## src/rtl/stream_if_pkg.sv

```systemverilog
// -----------------------------------------------------------------------------
// stream_if_pkg
//   Shared constants and helpers for the stream_if FIFO slice.
//   - DEFAULT_DATA_W / DEFAULT_DEPTH : default payload width and entry count
//   - ptr_w()                        : read/write pointer width for a depth
//   - count_t                        : occupancy type for the default depth
// -----------------------------------------------------------------------------
package stream_if_pkg;

  localparam int DEFAULT_DATA_W = 8;
  localparam int DEFAULT_DEPTH  = 4;

  // Pointer width for a power-of-two depth. Never narrower than one bit, so
  // a two-entry FIFO still has a real pointer to toggle.
  function automatic int ptr_w(input int depth);
    return (depth > 2) ? $clog2(depth) : 1;
  endfunction

  // Occupancy needs one more bit than the pointers, so that "full" (DEPTH)
  // and "empty" (0) are distinct values.
  localparam int DEFAULT_CNT_W = ptr_w(DEFAULT_DEPTH) + 1;

  typedef logic [DEFAULT_CNT_W-1:0] count_t;

endpackage

```

## src/rtl/stream_if_ram.sv

```systemverilog
// -----------------------------------------------------------------------------
// stream_if_ram
//   DEPTH x DATA_W storage for the stream FIFO: one synchronous write port,
//   one asynchronous (combinational) read port.
//   Ports:
//     clk    - write clock
//     we     - write enable, writes wdata to mem[waddr] on the rising edge
//     waddr  - write address
//     wdata  - write data
//     raddr  - read address
//     rdata  - mem[raddr], combinational
// -----------------------------------------------------------------------------
module stream_if_ram
  import stream_if_pkg::*;
#(
  parameter int DATA_W = DEFAULT_DATA_W,
  parameter int DEPTH  = DEFAULT_DEPTH
) (
  input  logic                     clk,
  input  logic                     we,
  input  logic [ptr_w(DEPTH)-1:0]  waddr,
  input  logic [DATA_W-1:0]        wdata,
  input  logic [ptr_w(DEPTH)-1:0]  raddr,
  output logic [DATA_W-1:0]        rdata
);

  logic [DATA_W-1:0] mem [DEPTH];

  // NOTE: the array has no reset branch on purpose; occupancy lives in the
  // FIFO's count, so stale contents are never presented as valid, and an
  // unreset array maps onto plain RAM/register-file cells.
  always_ff @(posedge clk) begin
    if (we) begin
      mem[waddr] <= wdata;
    end
  end

  assign rdata = mem[raddr];

endmodule

```

## src/rtl/stream_if_fifo.sv

```systemverilog
// -----------------------------------------------------------------------------
// stream_if_fifo
//   Synchronous valid/ready FIFO with one cycle of latency (no fall-through).
//   in_ready depends only on registered occupancy, so there is no
//   combinational path from out_ready back to in_ready.
//
//   Ports:
//     clk         - single clock, rising edge
//     rst         - synchronous, active-high reset (priority over everything)
//     flush       - synchronous discard of all stored entries
//     in_valid    - producer offers in_data
//     in_data     - producer payload
//     in_ready    - FIFO accepts a word this cycle (count != DEPTH)
//     out_valid   - out_data holds the oldest stored word (count != 0)
//     out_data    - consumer payload
//     out_ready   - consumer takes out_data this cycle
//     count       - current occupancy, 0..DEPTH
//     almost_full - count >= AF_THRESH
//
//   Optional statistics, built when STREAM_IF_FIFO_STATS_EN is defined:
//     hi_water    - highest occupancy since the last rst (flush keeps it)
//     ovf_attempt - high in any cycle where in_valid is refused (FIFO full)
// -----------------------------------------------------------------------------
module stream_if_fifo
  import stream_if_pkg::*;
#(
  parameter int DATA_W    = DEFAULT_DATA_W,
  parameter int DEPTH     = DEFAULT_DEPTH,
  parameter int AF_THRESH = DEPTH - 1
) (
  input  logic                    clk,
  input  logic                    rst,
  input  logic                    flush,
  input  logic                    in_valid,
  input  logic [DATA_W-1:0]       in_data,
  output logic                    in_ready,
  output logic                    out_valid,
  output logic [DATA_W-1:0]       out_data,
  input  logic                    out_ready,
  output logic [$clog2(DEPTH):0]  count,
  output logic                    almost_full
`ifdef STREAM_IF_FIFO_STATS_EN
  ,
  output logic [$clog2(DEPTH):0]  hi_water,
  output logic                    ovf_attempt
`endif
);

  localparam int PTR_W = ptr_w(DEPTH);
  localparam int CNT_W = PTR_W + 1;

  localparam logic [CNT_W-1:0] FULL_CNT = CNT_W'(DEPTH);
  localparam logic [CNT_W-1:0] AF_CNT   = CNT_W'(AF_THRESH);
  // A threshold above DEPTH can never be reached; keep it from truncating
  // into a small value that would assert early.
  localparam bit               AF_NEVER = (AF_THRESH > DEPTH);

  logic [PTR_W-1:0] wr_ptr_q, wr_ptr_d;
  logic [PTR_W-1:0] rd_ptr_q, rd_ptr_d;
  logic [CNT_W-1:0] count_q,  count_d;
  logic             push, pop;
  logic             wr_en;

  // ---------------------------------------------------------------------------
  // Handshake: both sides look only at registered occupancy.
  // A full FIFO refuses a push even if a pop happens in the same cycle.
  // ---------------------------------------------------------------------------
  assign in_ready    = (count_q != FULL_CNT);
  assign out_valid   = (count_q != '0);
  assign push        = in_valid  & in_ready;
  assign pop         = out_valid & out_ready;
  assign count       = count_q;
  assign almost_full = !AF_NEVER && (count_q >= AF_CNT);

  // ---------------------------------------------------------------------------
  // Next-state for pointers and occupancy. Pointers are PTR_W bits wide and
  // DEPTH is a power of two, so the +1 wraps modulo DEPTH by itself.
  // ---------------------------------------------------------------------------
  // NOTE: every output of this block is given its hold value first, so no
  // path through the branches leaves a signal unassigned and no latch forms.
  always_comb begin
    wr_ptr_d = wr_ptr_q;
    rd_ptr_d = rd_ptr_q;
    count_d  = count_q;

    if (flush) begin
      // Flush wins over any push or pop offered in the same cycle.
      wr_ptr_d = '0;
      rd_ptr_d = '0;
      count_d  = '0;
    end else begin
      if (push) begin
        wr_ptr_d = wr_ptr_q + PTR_W'(1);
      end
      if (pop) begin
        rd_ptr_d = rd_ptr_q + PTR_W'(1);
      end
      unique case ({push, pop})
        2'b10:   count_d = count_q + CNT_W'(1);
        2'b01:   count_d = count_q - CNT_W'(1);
        default: count_d = count_q;  // idle, or push+pop: occupancy holds
      endcase
    end
  end

  // NOTE: state registers use non-blocking assignments so every register in
  // the design samples the pre-edge values, independent of statement order.
  always_ff @(posedge clk) begin
    if (rst) begin
      wr_ptr_q <= '0;
      rd_ptr_q <= '0;
      count_q  <= '0;
    end else begin
      wr_ptr_q <= wr_ptr_d;
      rd_ptr_q <= rd_ptr_d;
      count_q  <= count_d;
    end
  end

  // ---------------------------------------------------------------------------
  // Storage. The write is suppressed under rst/flush so an ignored push does
  // not disturb the array either. Asynchronous read of the read pointer gives
  // a word on out_data one edge after it was pushed, and holds it steady
  // while the consumer stalls because rd_ptr does not move.
  // ---------------------------------------------------------------------------
  assign wr_en = push & ~flush & ~rst;

  stream_if_ram #(
    .DATA_W (DATA_W),
    .DEPTH  (DEPTH)
  ) u_ram (
    .clk   (clk),
    .we    (wr_en),
    .waddr (wr_ptr_q),
    .wdata (in_data),
    .raddr (rd_ptr_q),
    .rdata (out_data)
  );

`ifdef STREAM_IF_FIFO_STATS_EN
  // ---------------------------------------------------------------------------
  // Statistics. hi_water tracks the next occupancy so that it moves on the
  // same edge as count. Only rst clears it; a flush is part of normal
  // operation and must not hide the peak that preceded it.
  // ---------------------------------------------------------------------------
  logic [CNT_W-1:0] hi_water_q;

  always_ff @(posedge clk) begin
    if (rst) begin
      hi_water_q <= '0;
    end else if (count_d > hi_water_q) begin
      hi_water_q <= count_d;
    end
  end

  assign hi_water    = hi_water_q;
  assign ovf_attempt = in_valid & ~in_ready;
`endif

endmodule

```

## config.mk

```make
export PLATFORM = sky130hd
export DESIGN_NAME = stream_if_fifo
export DESIGN_NICKNAME = d
export VERILOG_FILES = /design/src/rtl/stream_if_pkg.sv /design/src/rtl/stream_if_ram.sv /design/src/rtl/stream_if_fifo.sv
export SDC_FILE = /design/constraint.sdc
export NUM_CORES = 1
export LEC_CHECK = 0
export ABC_AREA = 1
export BUFFER_PORTS_ARGS = -buffer_cell sky130_fd_sc_hd__buf_2
export CORE_MARGIN = 5
export CORE_UTILIZATION = 40
export CTS_BUF_LIST = sky130_fd_sc_hd__clkbuf_8
export DETAILED_ROUTE_END_ITERATION = 6
export RECOVER_POWER = 25
export SETUP_SLACK_MARGIN = 0.1
export SLEW_MARGIN = 20
export SYNTH_ARGS = -nofsm -noshare
export SYNTH_HDL_FRONTEND = slang
export SYNTH_HIERARCHICAL = 1
export SYNTH_SLANG_ARGS = --single-unit
```

## constraint.sdc

```tcl
create_clock -name clk -period 4.5 [get_ports clk]
set_input_delay 0 -clock clk [delete_from_list [all_inputs] [get_ports clk]]
set_output_delay 0 -clock clk [all_outputs]
set_load 0.005 [all_outputs]
```

==> metrics.yaml, run 1 <==
outcome:
  status: "finished, final reports clean"
synthesis:
  synth_largest_area_cell: "edfxtp_1"
  synth.most_common_cell: "nand2_1"
  avgSynthCellArea_um2: 9.33
  synthCells: 192
  synth_edf_count: 32
  synth_top_area_frac: 0.536
  ys_ff_latch: 39
  async_flop_share: 0
  yosysUniqueCellTypes: 19
  synth_common_cells: "nand2_1, inv_1, edfxtp_1"
  synth_area_leaders: "edfxtp_1, nand2_1, inv_1"
  syn-num-nets: 207
  synth_flop_cell: "edfxtp_1"
  synth_warnings: 6
  syn_area_mm2: 0.00179
  seq_area_frac_synth: 0.615
setup_path:
  required_ns: 4.43
  critPathKind: "in2reg"
  start_kind: "input port"
  crit_path_max_fanout: 8
  r2r_slack_ns: 2.74
  arrival_ns: 1.74
  endpoint_kind: "flip-flop"
clock_network:
  clock_sinks: 39
  cts.clk_slew.worst_paths_ns: 0.08
  clk_latency_ns: 0.29
  cts_tree: "done"
  cts.repair.resized: 0
  cts_hold_buf: 11
  cts_setup_buffers: 0
  root_buffer: "clkbuf_8"
  cts_buffers: 5
  h-tree-depth: 2
  cts_buffer_depth: 2
sta:
  setup_tns_ns: 0
  rsz0062_at_grt: "no"
  setup_viol: 0
  worst_pin_slew_ns: 0.808
  hold_viol_final: 0
  period_share: 0.404
  skew_ns: 0.00380
  timing.final.max_slew_violations: 0
  fmax_mhz: 550
  setup_ws_ns: 2.68
  relSlewSlack: 0.461
  finalCriticalPeriod_ns: 1.82
final_layout:
  area.growth.synth_to_final_pct: 20.7
  regArea_mm2: 0.00110
  fin_cells: 285
  multi_input_area_um2: 489
  diodes: 0
  fin_nets: 247
  fillerInstances: 413
  drive_above_1_share: 0.172
power_and_ir_drop:
  p_total_uw: 689
  power.leakage_nw: 0.965
  ir_worst_vdd_mv: 0.170
  switching_share: 0.235
  power_frac_comb: 0.081
  clkPwrFrac: 0.337
  p_seq_frac: 0.581
  power_switching_uw: 162
  p_int_uw: 527
  pwr_density_cell_mw_per_mm2: 319
place:
  port_buffers: 26
  dp_cells: 266
  post-place-ws_ns: 2.39
  gp_congestion: 0.771
  place_hpwl_um: 2320
routing:
  viasPerCell: 4.40
  drtAntennaViolNets: 0
  drtPass1Iterations: 4
  initialDrtViolationCount: 92
  drt-wirelength-per-cell_um: 11.8
  vias: 1253
  wirelength_um: 3360
  route.detailed.drc: 0
grt:
  grt_pass1_wl_um: 5930
  gr-total-overflow: 0
  grt_pass1_vias: 1330
  grt_util_all_layers: 0.128
  grt_max_degree: 22
  antenna_found_initial: 0
job:
  drv_cap: 0
floorplanning:
  start_util: 0.411
  io-pin-count: 27
  die_area_mm2: 0.00592
  die-width_um: 76.9
  core_mm2: 0.00435
  fp.dieH_um: 76.9
  row_count: 24
worst_hold_path:
  hold_path.class: "in2reg"
==> power by group through the flow <==
stage               logic [mW]  registers, mW  clock network (mW)
finish                  0.0559          0.401               0.233
global route            0.0649          0.402               0.258
CTS                     0.0577          0.401               0.241
detailed placement      0.0502          0.409                   0
global placement        0.0501          0.409                   0
floorplan               0.0305          0.407                   0
==> registers in the layout (all words and copies together), names as in the netlist <==
register / count
rd_ptr_q: 2
u_ram/mem: 32
count: 3
wr_ptr_q: 2
==> placed cells by master (no fill, tap or decap), types with 3 or more instances in the layout <==
| cell | n |
|---|---|
| clkbuf_1 | 6 |
| edfxtp_1 | 32 |
| clkbuf_8 | 5 |
| inv_1 | 46 |
| dfxtp_1 | 7 |
| dlygate4sd3_1 | 11 |
| nand3_1 | 21 |
| buf_2 | 20 |
| nor3_2 | 4 |
| a21oi_1 | 5 |
| nor2_1 | 6 |
| o21ai_0 | 3 |
| nand2_1 | 54 |
==> cell families after synthesis <==
| family | count (synthesis) | synth area share |
|---|---|---|
| DFF | 39 | 0.615 |
| adders and majority gates | 2 | 0.0182 |
| AOI/OAI and AO/OA | 8 | 0.0223 |
| buffers and inverters | 53 | 0.124 |
| and+or+nand+nor | 90 | 0.221 |
==> metrics by stage <==
stage          utilization  area [um2]  hold WS (ns)
2_1_floorplan            -        1790        0.0989
3_3_place_gp         0.448        1950         0.231
3_5_place_dp         0.449        1960         0.237
4_1_cts              0.495        2160       0.00326
5_1_grt              0.497        2160       0.00358
6_report             0.497        2160       0.00966
==> routing by layer <==
layer,vias up,GRT usage,part of all wire
met5,-,0,0
met4,0,0.0612,0.022
met3,8,0.0363,0.046
met2,23,0.218,0.51
met1,553,0.146,0.42
li1,669,-,-
==> cell type report <==
class	instances	area share
sequential	39	0.509
multi-input combinational	100	0.226
timing repair buffer	37	0.108
inverter	49	0.0862
clock buffer	5	0.0318
tap	52	0.0301
clock inverter	3	0.00925
==> path summary, 6_finish.rpt <==
path / from / end / cells past startpoint
max: rst / u_ram/mem[1][0] / 7
min: out_ready / rd_ptr_q[1] / 3
max reg2reg: count[2] / count[2] / 13
min reg2reg: wr_ptr_q[1] / wr_ptr_q[1] / 2
==> worst max-delay path, cell delays in order <==
cell and delay [ns]:
dlygate4sd3_1 0.55, buf_2 0.12, nor2_1 0.18, inv_1 0.12, nor2_1 0.11, inv_1 0.10, nor3_2 0.56
No activity file was read; power rests on OpenSTA's default activity.
==> run 2: changes to the inputs <==
Clock period 4.5 ns to 1.5 ns, I/O delays scaled along.
==> metrics.yaml, run 2 (same netlist as run 1, synthesis figures left out) <==
outcome:
  status: "complete, but fails checks"
  violations: "setup timing"
sta:
  period_share: 1.02
  worst_pin_slew_ns: 0.296
  skew_ns: 0.00384
  setup_viol: 15
  fmax_mhz: 652
  timing.final.max_slew_violations: 0
  finalCriticalPeriod_ns: 1.53
  hold_viol_final: 0
  relSlewSlack: 0.803
  setup_ws_ns: -0.0333
  rsz0062_at_grt: "yes"
routing:
  drtAntennaViolNets: 0
  vias: 1358
  wirelength_um: 3520
  drtPass1Iterations: 3
  initialDrtViolationCount: 22
  viasPerCell: 4.38
  drt-wirelength-per-cell_um: 11.4
  route.detailed.drc: 0
clock_network:
  cts_buffers: 5
  clk_latency_ns: 0.28
  root_buffer: "clkbuf_8"
  cts_tree: "done"
  h-tree-depth: 2
  cts_buffer_depth: 2
  cts.clk_slew.worst_paths_ns: 0.07
  clock_sinks: 39
setup_path:
  critPathKind: "reg2reg"
  endpoint_kind: "flip-flop"
  arrival_ns: 1.72
  r2r_cells: 12
  start_kind: "flip-flop"
  startpoint: "count[0]"
  reg2reg_from: "count[0]"
  required_ns: 1.68
  crit_path_max_fanout: 2
worst_hold_path:
  hold_depth: 3
  hold_path.class: "in2reg"
  hp-start: "out_ready"
final_layout:
  regMostFlops: "u_ram/mem"
  largest_reg_flops: 32
  fillerInstances: 378
  drive_above_1_share: 0.306
  final_util: 0.561
  area.growth.synth_to_final_pct: 36.3
  diodes: 0
  multi_input_area_um2: 546
  final_cell_mix: "nand2_1, inv_1, edfxtp_1"
  mostFrequentLayoutCell: "nand2_1"
  fin_nets: 272
  regArea_mm2: 0.00111
  fin_cells: 310
grt:
  grt_max_degree: 17
  antenna_found_initial: 0
  gr-total-overflow: 0
  grt_pass1_wl_um: 5860
  grt_util_all_layers: 0.126
  grt_pass1_vias: 1343
job:
  drv_cap: 0
floorplanning:
  core_mm2: 0.00435
  io-pin-count: 27
  row_count: 24
  fp.dieH_um: 76.9
  die-width_um: 76.9
  start_util: 0.411
  die_area_mm2: 0.00592
place:
  port_buffers: 26
  gp_congestion: 0.780
  place_hpwl_um: 2490
  dp_cells: 287
power_and_ir_drop:
  pwr_density_cell_mw_per_mm2: 853
  power.leakage_nw: 1.13
  ir_worst_vdd_mv: 0.514
==> run 2: cell count changes in the layout (fill, tap and decap cells not counted), sizes merged <==
cell,change
buf,+30
dlygate4sd3,-3
clkbuf,-2
clkinvlp,-2
inv,+2
==> run 2: repair_timing <==
| item | CTS | global route |
|---|---|---|
| resized for setup | 12 | 7 |
| setup buffers | 3 | 4 |
| endpoints found under the setup margin | 34 | 42 |
| hold buffers | 8 | 0 |
| hold endpoints to repair | 32 | 0 |
| pin swaps | 3 | 3 |
==> run 2: cell type report <==
cell class                 instances  area share
clock buffer                       5      0.0282
timing repair buffer              62       0.185
inverter                          49      0.0774
clock inverter                     3     0.00512
tap                               52      0.0266
sequential                        39       0.454
multi-input combinational        100       0.223
==> run 2: final timing paths <==
path	to	slack, ns
setup / recovery	count[2]	-0.03
setup reg to reg	count[2]	-0.03
hold reg to reg	rd_ptr_q[1]	0.52
hold / removal	rd_ptr_q[1]	0.01
==> run 2: layer usage <==
layer | global-route usage | vias to the layer above | wire, um
li1 | - | 728 | -
met1 | 0.148 | 606 | 1540
met2 | 0.215 | 18 | 1800
met3 | 0.0375 | 6 | 123
met4 | 0.0490 | 0 | 54
met5 | 0 | - | 0
==> run 2: report_power, final <==
group | leakage [nW] | internal [mW] | switching [mW]
logic | 0.735 | 0.120 | 0.122
clock network | 0.0505 | 0.312 | 0.332
registers | 0.348 | 1.19 | 0.00986
==> run 2: through the flow <==
step	area, um2	hold WS, ns	power [mW]	setup TNS, ns	setup WS [ns]
2_1_floorplan	1850	0.0989	1.32	0	0.000194
3_3_place_gp	2160	0.219	1.41	-0.210	-0.0398
3_5_place_dp	2160	0.218	1.41	-0.198	-0.0352
4_1_cts	2390	0.00534	2.11	-0.0505	-0.0105
5_1_grt	2440	0.0214	2.20	-2.28	-0.169
6_report	2440	0.0143	2.08	-0.286	-0.0333
==> run 2: critical path, stage by stage (launching register included) <==
cell	delay (ns)
dfxtp_2	0.34
nor2_4	0.14
nand2_4	0.07
nand2_4	0.07
ha_4	0.13
inv_2	0.04
fa_2	0.33
inv_1	0.06
nand2_1	0.06
nand3_2	0.07
nand2_1	0.05
nand2_1	0.05
nor2_1	0.03
